### config.mk
export PLATFORM = sky130hd
export DESIGN_NAME = kfpga_config_loader
export DESIGN_NICKNAME = d
export VERILOG_FILES = /design/src/rtl/kfpga_config_loader.sv
export SDC_FILE = /design/constraint.sdc
export NUM_CORES = 1
export LEC_CHECK = 0
export BUFFER_PORTS_ARGS = -buffer_cell sky130_fd_sc_hd__buf_2
export CORE_MARGIN = 1.5
export CORE_UTILIZATION = 55
export DETAILED_ROUTE_END_ITERATION = 10
export HOLD_SLACK_MARGIN = 0.12
export PLACE_DENSITY = 0.76
export SKIP_CTS_REPAIR_TIMING = 1
export SLEW_MARGIN = 25
export SYNTH_ARGS = -nofsm -noshare
export SYNTH_HDL_FRONTEND = slang
export SYNTH_SLANG_ARGS = --single-unit
### constraint.sdc
create_clock -name i_clock -period 4 [get_ports i_clock]
set_clock_uncertainty 0.1 [all_clocks]
set_input_delay 0.8 -clock i_clock [delete_from_list [all_inputs] [get_ports i_clock]]
set_output_delay 0.8 -clock i_clock [all_outputs]
set_load 0.03 [all_outputs]
### src/rtl/kfpga_config_loader.sv
// rtl/kfpga_config_loader.sv - bitstream loader driving the kFPGA serial configuration chain
// Words arrive over valid/ready, are shifted MSB-first onto the chain, then an XOR checksum is verified.
module kfpga_config_loader #(
   parameter int WORD_WIDTH   = 32,
   parameter int CHAIN_LENGTH = 4096,
   parameter int CLEAR_CYCLES = 4,
   parameter int COUNT_WIDTH  = 16
) (
   input  logic                   i_clock,
   input  logic                   i_nreset,
   input  logic                   i_start,
   input  logic                   i_abort,
   input  logic [WORD_WIDTH-1:0]  i_word_in,
   input  logic                   i_word_valid,
   output logic                   o_word_ready,
   output logic                   o_cfg_data,
   output logic                   o_cfg_enable,
   output logic                   o_cfg_nreset,
   output logic                   o_busy,
   output logic                   o_done,
   output logic                   o_error,
   output logic [COUNT_WIDTH-1:0] o_bits_loaded
);

   localparam int SCW = $clog2(WORD_WIDTH + 1);
   localparam int CCW = (CLEAR_CYCLES > 1) ? $clog2(CLEAR_CYCLES) : 1;
   localparam logic [CCW-1:0]         LP_CLR_LAST   = CCW'(CLEAR_CYCLES - 1);
   localparam logic [COUNT_WIDTH-1:0] LP_CHAIN      = COUNT_WIDTH'(CHAIN_LENGTH);
   localparam logic [COUNT_WIDTH-1:0] LP_CHAIN_LAST = COUNT_WIDTH'(CHAIN_LENGTH - 1);
   localparam logic [COUNT_WIDTH-1:0] LP_WORD       = COUNT_WIDTH'(WORD_WIDTH);
   localparam logic [SCW-1:0]         LP_WORD_BITS  = SCW'(WORD_WIDTH);

   typedef enum logic [2:0] {
      S_IDLE, S_CLEAR, S_LOAD, S_CHECK, S_DONE, S_ERROR
   } state_t;

   state_t r_state, w_state_nxt;

   logic [WORD_WIDTH-1:0]  r_sreg, w_sreg_nxt;
   logic [SCW-1:0]         r_sreg_cnt, w_sreg_cnt_nxt;
   logic [WORD_WIDTH-1:0]  r_acc, w_acc_nxt;
   logic [COUNT_WIDTH-1:0] r_bits_loaded, w_bits_nxt;
   logic [CCW-1:0]         r_clear_cnt, w_clear_cnt_nxt;
   logic                   r_cfg_data, w_cfg_data_nxt;
   logic                   r_cfg_enable, w_cfg_enable_nxt;
   logic                   r_word_ready, w_word_ready_nxt;

   logic                   w_busy;
   logic                   w_start;
   logic                   w_abort;
   logic                   w_accept;
   logic                   w_shift;
   logic [COUNT_WIDTH-1:0] w_remain;
   logic [SCW-1:0]         w_take;

   assign w_busy   = (r_state == S_CLEAR) || (r_state == S_LOAD) || (r_state == S_CHECK);
   assign w_start  = !w_busy && i_start;
   assign w_abort  = w_busy && i_abort;
   assign w_accept = i_word_valid && r_word_ready;
   assign w_shift  = (r_state == S_LOAD) && (r_sreg_cnt != '0);
   // Only the bits still owed to the chain are queued; the tail of a final partial word is dropped.
   assign w_remain = LP_CHAIN - r_bits_loaded;
   assign w_take   = (w_remain >= LP_WORD) ? LP_WORD_BITS : SCW'(w_remain);

   always_ff @(posedge i_clock) begin
      if (!i_nreset) r_state <= S_IDLE;
      else           r_state <= w_state_nxt;
   end

   always_comb begin
      w_state_nxt = r_state;
      case (r_state)
         S_IDLE, S_DONE, S_ERROR: if (i_start) w_state_nxt = S_CLEAR;
         S_CLEAR: begin
            if (i_abort)                          w_state_nxt = S_ERROR;
            else if (r_clear_cnt == LP_CLR_LAST)  w_state_nxt = S_LOAD;
         end
         S_LOAD: begin
            if (i_abort)                                         w_state_nxt = S_ERROR;
            else if (w_shift && (r_bits_loaded == LP_CHAIN_LAST)) w_state_nxt = S_CHECK;
         end
         S_CHECK: begin
            if (i_abort)       w_state_nxt = S_ERROR;
            else if (w_accept) w_state_nxt = (i_word_in == r_acc) ? S_DONE : S_ERROR;
         end
         default: w_state_nxt = S_IDLE;
      endcase
   end

   always_comb begin
      w_sreg_nxt       = r_sreg;
      w_sreg_cnt_nxt   = r_sreg_cnt;
      w_acc_nxt        = r_acc;
      w_bits_nxt       = r_bits_loaded;
      w_clear_cnt_nxt  = r_clear_cnt;
      w_cfg_data_nxt   = r_cfg_data;
      w_cfg_enable_nxt = 1'b0;
      if (w_start) begin
         w_sreg_nxt      = '0;
         w_sreg_cnt_nxt  = '0;
         w_acc_nxt       = '0;
         w_bits_nxt      = '0;
         w_clear_cnt_nxt = '0;
      end else if (w_abort) begin
         w_sreg_nxt     = '0;
         w_sreg_cnt_nxt = '0;
      end else begin
         if (r_state == S_CLEAR) w_clear_cnt_nxt = r_clear_cnt + 1'b1;
         if (w_shift) begin
            w_cfg_data_nxt   = r_sreg[WORD_WIDTH-1];
            w_cfg_enable_nxt = 1'b1;
            w_sreg_nxt       = r_sreg << 1;
            w_sreg_cnt_nxt   = r_sreg_cnt - 1'b1;
            w_bits_nxt       = r_bits_loaded + 1'b1;
         end else if (w_accept && (r_state == S_LOAD)) begin
            w_sreg_nxt     = i_word_in;
            w_sreg_cnt_nxt = w_take;
            w_acc_nxt      = r_acc ^ i_word_in;
         end
      end
      // Ready is registered from the upcoming state so it never depends combinationally on valid.
      w_word_ready_nxt = (w_state_nxt == S_CHECK) ||
                         ((w_state_nxt == S_LOAD) && (w_sreg_cnt_nxt == '0));
   end

   always_ff @(posedge i_clock) begin
      if (!i_nreset) begin
         r_sreg        <= '0;
         r_sreg_cnt    <= '0;
         r_acc         <= '0;
         r_bits_loaded <= '0;
         r_clear_cnt   <= '0;
         r_cfg_data    <= 1'b0;
         r_cfg_enable  <= 1'b0;
         r_word_ready  <= 1'b0;
      end else begin
         r_sreg        <= w_sreg_nxt;
         r_sreg_cnt    <= w_sreg_cnt_nxt;
         r_acc         <= w_acc_nxt;
         r_bits_loaded <= w_bits_nxt;
         r_clear_cnt   <= w_clear_cnt_nxt;
         r_cfg_data    <= w_cfg_data_nxt;
         r_cfg_enable  <= w_cfg_enable_nxt;
         r_word_ready  <= w_word_ready_nxt;
      end
   end

   assign o_word_ready  = r_word_ready;
   assign o_cfg_data    = r_cfg_data;
   assign o_cfg_enable  = r_cfg_enable;
   assign o_cfg_nreset  = (r_state != S_CLEAR);
   assign o_busy        = w_busy;
   assign o_done        = (r_state == S_DONE);
   assign o_error       = (r_state == S_ERROR);
   assign o_bits_loaded = r_bits_loaded;

endmodule
== Word-level counts from Yosys, hierarchy flattened ==
Cells that the tools add are included.
Storage, ports and cells
  flip-flop bits (word level): 94
  output and inout bits: 23
  word-level logic and storage cells: 71
Cells by class
  add/subtract/negate cells: 4
  $lt $le $gt $ge: 1
  equality and inequality tests: 11
  muxes and demuxes: 17
  bitwise logic cells: 5
  reductions and logical operators: 23
Operators by type and width (number)
  32-bit two-way mux: 2
  32-bit == test: 1
  32-bit bitwise XOR: 1
  6-bit two-way mux: 5
  3-bit two-way mux: 7
  16-bit by 1-bit adder with 16-bit output, second input constant: 1
  16-bit by 12-bit == test with 1-bit output, second input constant: 1
  16-bit by 6-bit >= comparator with 1-bit output, second input constant: 1
  13-bit by 16-bit subtractor with 16-bit output, first input constant: 1
  3-bit by 2-bit == test with 1-bit output, second input constant: 4
  3-bit case mux with 4 select lines: 1
  1-bit logical AND: 7
  3-bit == test, second input constant: 2
  6-bit logical NOT: 1
  3-bit AND reduction: 2
  6-bit nonzero test: 1
  3-bit OR reduction: 2
  6-bit by 1-bit subtractor with 6-bit output, second input constant: 1
  1-bit inverter: 4
  2-bit AND reduction: 2
  4-bit OR reduction: 1
  3-bit by 1-bit == test with 1-bit output, second input constant: 1
  3-bit logical NOT: 1
  1-bit logical OR: 3
  7 further kinds: 8

== Logic depth before layout (Yosys ltp) ==
Gate-level depths: netlist (run 1).
  depth in word-level cells: 10
  mapped depth: 11
  mapped depth without buffers: 10

== Least setup slack after synthesis (run 1) ==
Ideal clock, no wire load.
  path kind: register -> register
  start: reg r_bits_loaded[4] (netlist: o_bits_loaded[4])
  end: reg r_word_ready (netlist: o_word_ready)
  arrival time: 2.911 ns
  path slack: 0.917 ns
  cell stages (with the launch flop): 10
  buffers on the path: 1
  period minus slack after synthesis: 3.083 ns
  path through: dfxtp_1 buf_6 or4_4 or4_4 o21ai_1 o2111ai_1 nor4_4 a21oi_2 o41a_1 nor3b_2
Between the ends
  cells in the longest elaborated chain, start to end: 10
  elaborated cells on any way between the ends: 17
  those cells by class: add/sub: 1; order compare: 1; eq/ne: 3; mux: 8; reduce/logical: 4
RTL lines
  start, declared: line 42  | logic [COUNT_WIDTH-1:0] r_bits_loaded, w_bits_nxt;
  start signal, assigned: line 140  | r_bits_loaded <= w_bits_nxt;
  13-bit by 16-bit subtractor with 16-bit output: line 62  | assign w_remain = LP_CHAIN - r_bits_loaded;
  16-bit by 6-bit >= comparator with 1-bit output: line 63  | assign w_take = (w_remain >= LP_WORD) ? LP_WORD_BITS : SCW'(w_remain);
  6-bit two-way mux: line 63
  6-bit two-way mux: line 115  | end else if (w_accept && (r_state == S_LOAD)) begin
  6-bit two-way mux: line 109  | if (w_shift) begin
  6-bit two-way mux: line 104  | end else if (w_abort) begin
  6-bit two-way mux: line 98  | if (w_start) begin
  6-bit logical NOT: line 123  | ((w_state_nxt == S_LOAD) && (w_sreg_cnt_nxt == '0));
  1-bit logical AND: line 123
  1-bit logical OR (*): line 122  | w_word_ready_nxt = (w_state_nxt == S_CHECK) ||
  end signal, assigned: line 144  | r_word_ready <= w_word_ready_nxt;
  end, declared: line 46  | logic r_word_ready, w_word_ready_nxt;
Every way passes the cells marked *; elsewhere a longest branch is shown, timed or not.
A chain may end at the register's enable or synchronous reset.

== Worst setup path after layout (run 1) ==
  start: reg r_state[1]
  end: reg r_bits_loaded[15] (netlist: o_bits_loaded[15])
Between the ends
  cells in the longest elaborated chain, start to end: 6
  elaborated cells on any way between the ends: 12
  those cells by class: eq/ne: 3; bitwise: 1; reduce/logical: 8
RTL lines
  start, declared: line 37  | state_t r_state, w_state_nxt;
  start signal, assigned: line 67  | else r_state <= w_state_nxt;
  3-bit by 1-bit == test with 1-bit output or 3-bit by 2-bit == test with 1-bit output (tied branches): line 56, 60
  1-bit logical OR (2 in a row): line 56  | assign w_busy = (r_state == S_CLEAR) || (r_state == S_LOAD) || (r_state == S_CHECK);
  1-bit logical NOT or 1-bit logical AND (tied branches): line 57, 58
  1-bit logical AND or 1-bit inverter (tied branches)
  2-bit OR reduction (no source line) or 2-bit AND reduction (tied branches)
Parallel ways exist; a longest one is shown, timed or not.

==> results.json, run 1 <==
{
  "synth_edf_count": 0,
  "fp-row-count": 34,
  "cts_buffers": 9,
  "antenna_left": 0,
  "p_sw_mw": 0.422,
  "drt_iter0_drc": 204,
  "tns_ns": 0,
  "netlist_top_cells_area": "dfxtp_1, nor2_1, xnor2_1",
  "worstPathArrival_ns": 3.43,
  "synth_area_mm2": 0.00487,
  "yosysMostFrequentCell": "nor2_1",
  "outcome": "finished, final reports clean",
  "io_pins": 60,
  "ys_seq_area_frac": 0.386,
  "dp_hpwl_um": 8760,
  "critPathRequiredTime_ns": 4.14,
  "p_leak_nw": 2.02,
  "fin_total_pwr_mw": 1.75,
  "wl_per_cell_um": 15.8,
  "p_comb_frac": 0.058,
  "drv_cap": 0,
  "rsz0062_at_grt": "no",
  "finalHoldViolations": 0,
  "crit_path_end_kind": "flip-flop",
  "seqPwrFrac": 0.538,
  "area_delta_synth_final_pct": 12.2,
  "htree_num_levels": 3,
  "fp.dieH_um": 97.1,
  "cts_tree": "done",
  "syn_nets": 669,
  "grt_pass1_wl_um": 20500,
  "period_needed_ns": 3.28,
  "yosys-top-cells-count": "nor2_1, dfxtp_1, nand2_1, o21ai_0",
  "grt_overflow": 0,
  "synth.avg_cell_area_um2": 7.78,
  "clk_latency_ns": 0.37,
  "final_area_mm2": 0.00547,
  "drive_above_1_share": 0.144,
  "start_kind": "flip-flop",
  "drv_slew": 0,
  "viasPerCell": 5.67,
  "switching_share": 0.241,
  "setup_viol": 0,
  "cts.sink_count": 94,
  "synth_top_cell_area_share": 0.386,
  "clk_path_buf_depth": 2,
  "setup_ws_ns": 0.719,
  "detailedPlace.worstSlack_ns": 0.742,
  "core_mm2": 0.00864,
  "ys_ff_latch": 94,
  "placed_cell_area_mm2": 0.00525,
  "synthFlopType": "dfxtp_1",
  "routed_wirelength_um": 12400,
  "vias": 4442,
  "sequential_cell_area_mm2": 0.00188,
  "synth_top_area_cell": "dfxtp_1",
  "fmax_mhz": 305,
  "fp.dieW_um": 97.1,
  "async_flop_share": 0,
  "worst_slew_pin_slew_ns": 0.858,
  "floorplan.initialDensity": 0.564,
  "clk_pin_slew_ns": 0.10,
  "drtPass1Iterations": 5,
  "diodes": 0,
  "clock-root-buffer": "clkbuf_8",
  "die_area_mm2": 0.00943,
  "multi_input_area_mm2": 0.00283,
  "drc_errors": 0,
  "synthCells": 626,
  "p_clk_frac": 0.404,
  "path_class": "flip-flop to flip-flop",
  "timing.final.crit_share": 0.820,
  "yosys_warnings": 0,
  "synth.distinct_cells": 58,
  "path_max_fanout": 13,
  "vdd_ir_drop_max_uv": 218,
  "place_congestion": 0.878,
  "grt_pass1_vias": 4250,
  "track_usage": 0.267,
  "internal_power_mw": 1.33,
  "nets": 714,
  "fillers": 808,
  "io_buffers": 59,
  "antenna_found_initial": 0,
  "maxSlewHeadroom": 0.426,
  "p_per_area_mw_per_mm2": 320,
  "grt_max_degree": 53,
  "hold_class": "flip-flop to flip-flop"
}
[cell usage in the layout (no fill, tap or decap), drive strengths merged, types with 2 or more instances in the layout]
cell | synthesis | routed
nor2b | 6 | 6
o2111ai | 2 | 2
mux2i | 2 | 2
a21oi | 14 | 14
or3 | 4 | 4
nand3 | 11 | 11
nand2 | 69 | 69
nand4 | 12 | 12
nand2b | 2 | 2
and3 | 3 | 3
and2 | 5 | 5
a21boi | 2 | 2
bufinv | 0 | 2
a22oi | 10 | 10
o21ai | 64 | 64
nand3b | 2 | 2
nor2 | 118 | 118
nor3b | 4 | 4
o21a | 4 | 4
clkbuf | 30 | 9
nor3 | 32 | 32
dfxtp | 94 | 94
xnor2 | 41 | 41
or4 | 3 | 3
inv | 9 | 11
buf | 5 | 69
or3b | 2 | 2
mux2 | 2 | 2
ha | 6 | 6
a31oi | 3 | 3
xor2 | 41 | 41
nor4 | 6 | 6
[sequential cells by signal, summed over array words and instances, names as in the netlist]
name	cells
r_sreg	32
r_state	3
o_cfg_data	1
r_acc	32
o_word_ready	1
o_cfg_enable	1
o_bits_loaded	16
r_sreg_cnt	6
r_clear_cnt	2
[stage by stage]
| step | instances | hold slack [ns] | utilization |
|---|---|---|---|
| floorplan | 626 | 0.320 | - |
| global placement | 768 | 0.334 | 0.608 |
| detailed placement | 768 | 0.343 | 0.608 |
| CTS | 783 | 0.361 | 0.633 |
| global route | 783 | 0.384 | 0.633 |
| finish | 783 | 0.367 | 0.633 |
[power by group through the flow]
stage / clock network, mW / logic [mW] / registers [mW]
after floorplan: 0 / 0.0536 / 0.959
after global placement: 0 / 0.100 / 0.962
after detailed placement: 0 / 0.102 / 0.962
after CTS: 0.719 / 0.102 / 0.940
after global routing: 0.750 / 0.112 / 0.941
final: 0.706 / 0.102 / 0.940
[cell type report]
| cell class | count | area share |
|---|---|---|
| sequential | 94 | 0.344 |
| clock inverter | 6 | 0.0172 |
| clock buffer | 9 | 0.0227 |
| multi-input combinational | 488 | 0.517 |
| tap | 108 | 0.0247 |
| timing repair buffer | 69 | 0.0678 |
| inverter | 9 | 0.00618 |
[per-layer routing]
layer  GRT usage  up-vias  routed length, µm
li1            -     2208                  -
met2       0.467      138               6230
met3      0.0417       31                585
met5           0        -                  0
met4       0.117        0                383
met1       0.324     2065               5200
[worst max-delay path, cell delays in order, from the launching register on]
cell     delay, ns
dfxtp_1       0.55
or3b_1        0.43
a21o_1        0.26
nor2_1        0.41
nand4_1       0.33
nor3_1        0.38
or3b_2        0.50
xor2_1        0.14
nor2_1        0.05
[cells by family (layout without fill, tap and decap cells)]
group	Yosys count	after routing	synth area share
AND/OR/NAND/NOR	285	285	0.270
AO/OA/AOI/OAI	111	111	0.136
flip-flops	94	94	0.386
XOR/XNOR	82	82	0.147
buffers and inverters	44	93	0.0360
adder cells (fa/ha/maj)	6	6	0.0154
multiplexers	4	4	0.00873
[path summary, 6_finish.rpt]
kind / from / end / slack [ns] / depth (start not counted)
setup / recovery: r_state[1] / o_bits_loaded[15] / 0.72 / 8
hold / removal: r_sreg[31] / o_cfg_data / 0.37 / 2
setup reg to reg: r_state[1] / o_bits_loaded[15] / 0.72 / 8
hold reg to reg: r_sreg[31] / o_cfg_data / 0.37 / 2
(Power assumes the default switching activity.)
==> run 2: changes to the inputs <==
--- a/config.mk
+++ b/config.mk
@@ -7,10 +7,10 @@
 export LEC_CHECK = 0
 export BUFFER_PORTS_ARGS = -buffer_cell sky130_fd_sc_hd__buf_2
 export CORE_MARGIN = 1.5
-export CORE_UTILIZATION = 55
+export CORE_UTILIZATION = 53
 export DETAILED_ROUTE_END_ITERATION = 10
 export HOLD_SLACK_MARGIN = 0.12
-export PLACE_DENSITY = 0.76
+export PLACE_DENSITY = 0.77
 export SKIP_CTS_REPAIR_TIMING = 1
 export SLEW_MARGIN = 25
 export SYNTH_ARGS = -nofsm -noshare
==> constraint.sdc (replaced) <==
create_clock -name i_clock -period 2.6 [get_ports i_clock]
set_clock_uncertainty 0.1 [all_clocks]
set_input_delay 0.52 -clock i_clock [delete_from_list [all_inputs] [get_ports i_clock]]
set_output_delay 0.52 -clock i_clock [all_outputs]
set_load 0.03 [all_outputs]
==> results.json, run 2 (synthesized netlist as in run 1, its figures left out) <==
{
  "grt_max_degree": 43,
  "p_sw_mw": 0.685,
  "placed_cell_area_mm2": 0.00562,
  "final_cells": 824,
  "cts_tree": "done",
  "seqPwrFrac": 0.563,
  "cpLargestDelayFamily": "simple AND/OR/NAND/NOR gates",
  "drtPass1Iterations": 7,
  "routed_wirelength_um": 13000,
  "drv_slew": 0,
  "antenna_found_initial": 0,
  "worstPathArrival_ns": 3.18,
  "grt_overflow": 0,
  "rsz0062_at_grt": "yes",
  "fmax_mhz": 335,
  "floorplan.initialDensity": 0.553,
  "outcome": "complete, but fails checks",
  "drive_above_1_share": 0.219,
  "setup_viol": 7,
  "worst_slew_pin_slew_ns": 0.549,
  "cp.buffers_inverters": 1,
  "cp_slowest_stage_delay_ns": 0.47,
  "nets": 754,
  "start_kind": "flip-flop",
  "grt_pass1_vias": 4621,
  "io_buffers": 59,
  "antenna_left": 0,
  "setup_ws_ns": -0.388,
  "clock-root-buffer": "clkbuf_8",
  "dp_hpwl_um": 9190,
  "area_delta_synth_final_pct": 19.6,
  "fp.dieW_um": 98.9,
  "hold_class": "flip-flop to flip-flop",
  "vdd_ir_drop_max_uv": 341,
  "detailedPlace.worstSlack_ns": -0.378,
  "vias": 4624,
  "drv_cap": 0,
  "fp.dieH_um": 98.9,
  "maxSlewHeadroom": 0.631,
  "crit_path_end_kind": "flip-flop",
  "dp_cells": 808,
  "clk_latency_ns": 0.36,
  "track_usage": 0.274,
  "io_pins": 60,
  "cp_cell_sequence": "inv_2, ha_2, or4b_4, or4_4, o21a_1, a21oi_2, nor4_4, a311o_1, o41a_1, nor3b_2",
  "place_congestion": 0.966,
  "fillers": 754,
  "drt_iter0_drc": 205,
  "timing.final.crit_share": 1.15,
  "htree_num_levels": 3,
  "wl_per_cell_um": 15.8,
  "cts_buffers": 9,
  "fp-row-count": 34,
  "layout_commonest_cell": "nor2_1",
  "failed_checks": "design-rule violations, negative setup slack",
  "mostFrequentLayoutCells": "nor2_1, dfxtp_1, nand2_1",
  "path_max_fanout": 6,
  "p_comb_frac": 0.066,
  "drc_errors": 7,
  "p_per_area_mw_per_mm2": 439,
  "cts.sink_count": 94,
  "whs_ns": 0.364,
  "path_class": "flip-flop to flip-flop",
  "internal_power_mw": 1.87,
  "viasPerCell": 5.61,
  "die_area_mm2": 0.00977,
  "switching_share": 0.268,
  "grt_pass1_wl_um": 21700,
  "p_clk_frac": 0.371,
  "p_leak_nw": 2.23,
  "finalHoldViolations": 0,
  "critPathRequiredTime_ns": 2.80,
  "crit_path_top_delay_cell": "or4b_4",
  "fin_total_pwr_mw": 2.56,
  "period_needed_ns": 2.99,
  "clk_path_buf_depth": 2,
  "diodes": 0,
  "final_area_mm2": 0.00583,
  "core_mm2": 0.00881,
  "clk_pin_slew_ns": 0.11
}
[run 2: cell types whose count changed in the layout (fill, tap and decap cells not counted), moves of 3 or more]
cell,delta
dfxtp_4,+3
buf_4,+38
dfxtp_2,+3
dfxtp_1,-6
[run 2: area by class of cell]
type / instances / area, µm² / area share
clock inverters: 7 / 65.1 / 0.0112
repair buffers: 109 / 696 / 0.119
clock buffers: 9 / 124 / 0.0213
multi-input cells: 488 / 2880 / 0.494
well taps: 108 / 135 / 0.0232
flip-flops and latches: 94 / 1900 / 0.326
inverters: 9 / 33.8 / 0.00580
[run 2: final timing paths]
kind	slack, ns	startpoint	to	cells after the start
min	0.36	r_sreg[20]	r_sreg[21]	2
min reg2reg	0.36	r_sreg[20]	r_sreg[21]	2
max	-0.39	o_bits_loaded[0]	o_word_ready	10
max reg2reg	-0.39	o_bits_loaded[0]	o_word_ready	10
[run 2: power groups by stage]
stage	Clock (mW)	Sequential (mW)	Combinational [mW]
2_1_floorplan	0	1.47	0.0830
3_3_place_gp	0	1.47	0.165
3_5_place_dp	0	1.47	0.168
4_1_cts	0.967	1.44	0.169
5_1_grt	1.02	1.44	0.184
6_report	0.948	1.44	0.169
[run 2: stage by stage]
| stage | TNS (ns) | utilization |
|---|---|---|
| floorplan | -0.496 | - |
| global placement | -0.763 | 0.638 |
| global route | -2.09 | 0.662 |
| CTS | -1.39 | 0.659 |
| finish | -1.23 | 0.662 |
| detailed placement | -1.06 | 0.638 |
[run 2: routing by layer]
layer | track usage | up-vias | routed length (µm)
li1 | - | 2288 | -
met1 | 0.338 | 2146 | 5600
met2 | 0.468 | 162 | 6240
met3 | 0.0518 | 28 | 790
met4 | 0.116 | 0 | 353
met5 | 0 | - | 0
[run 2: worst min-delay path: stages, from the launching register on]
cell	delay (ns)
dfxtp_1	0.34
nand2_1	0.05
o21ai_0	0.06
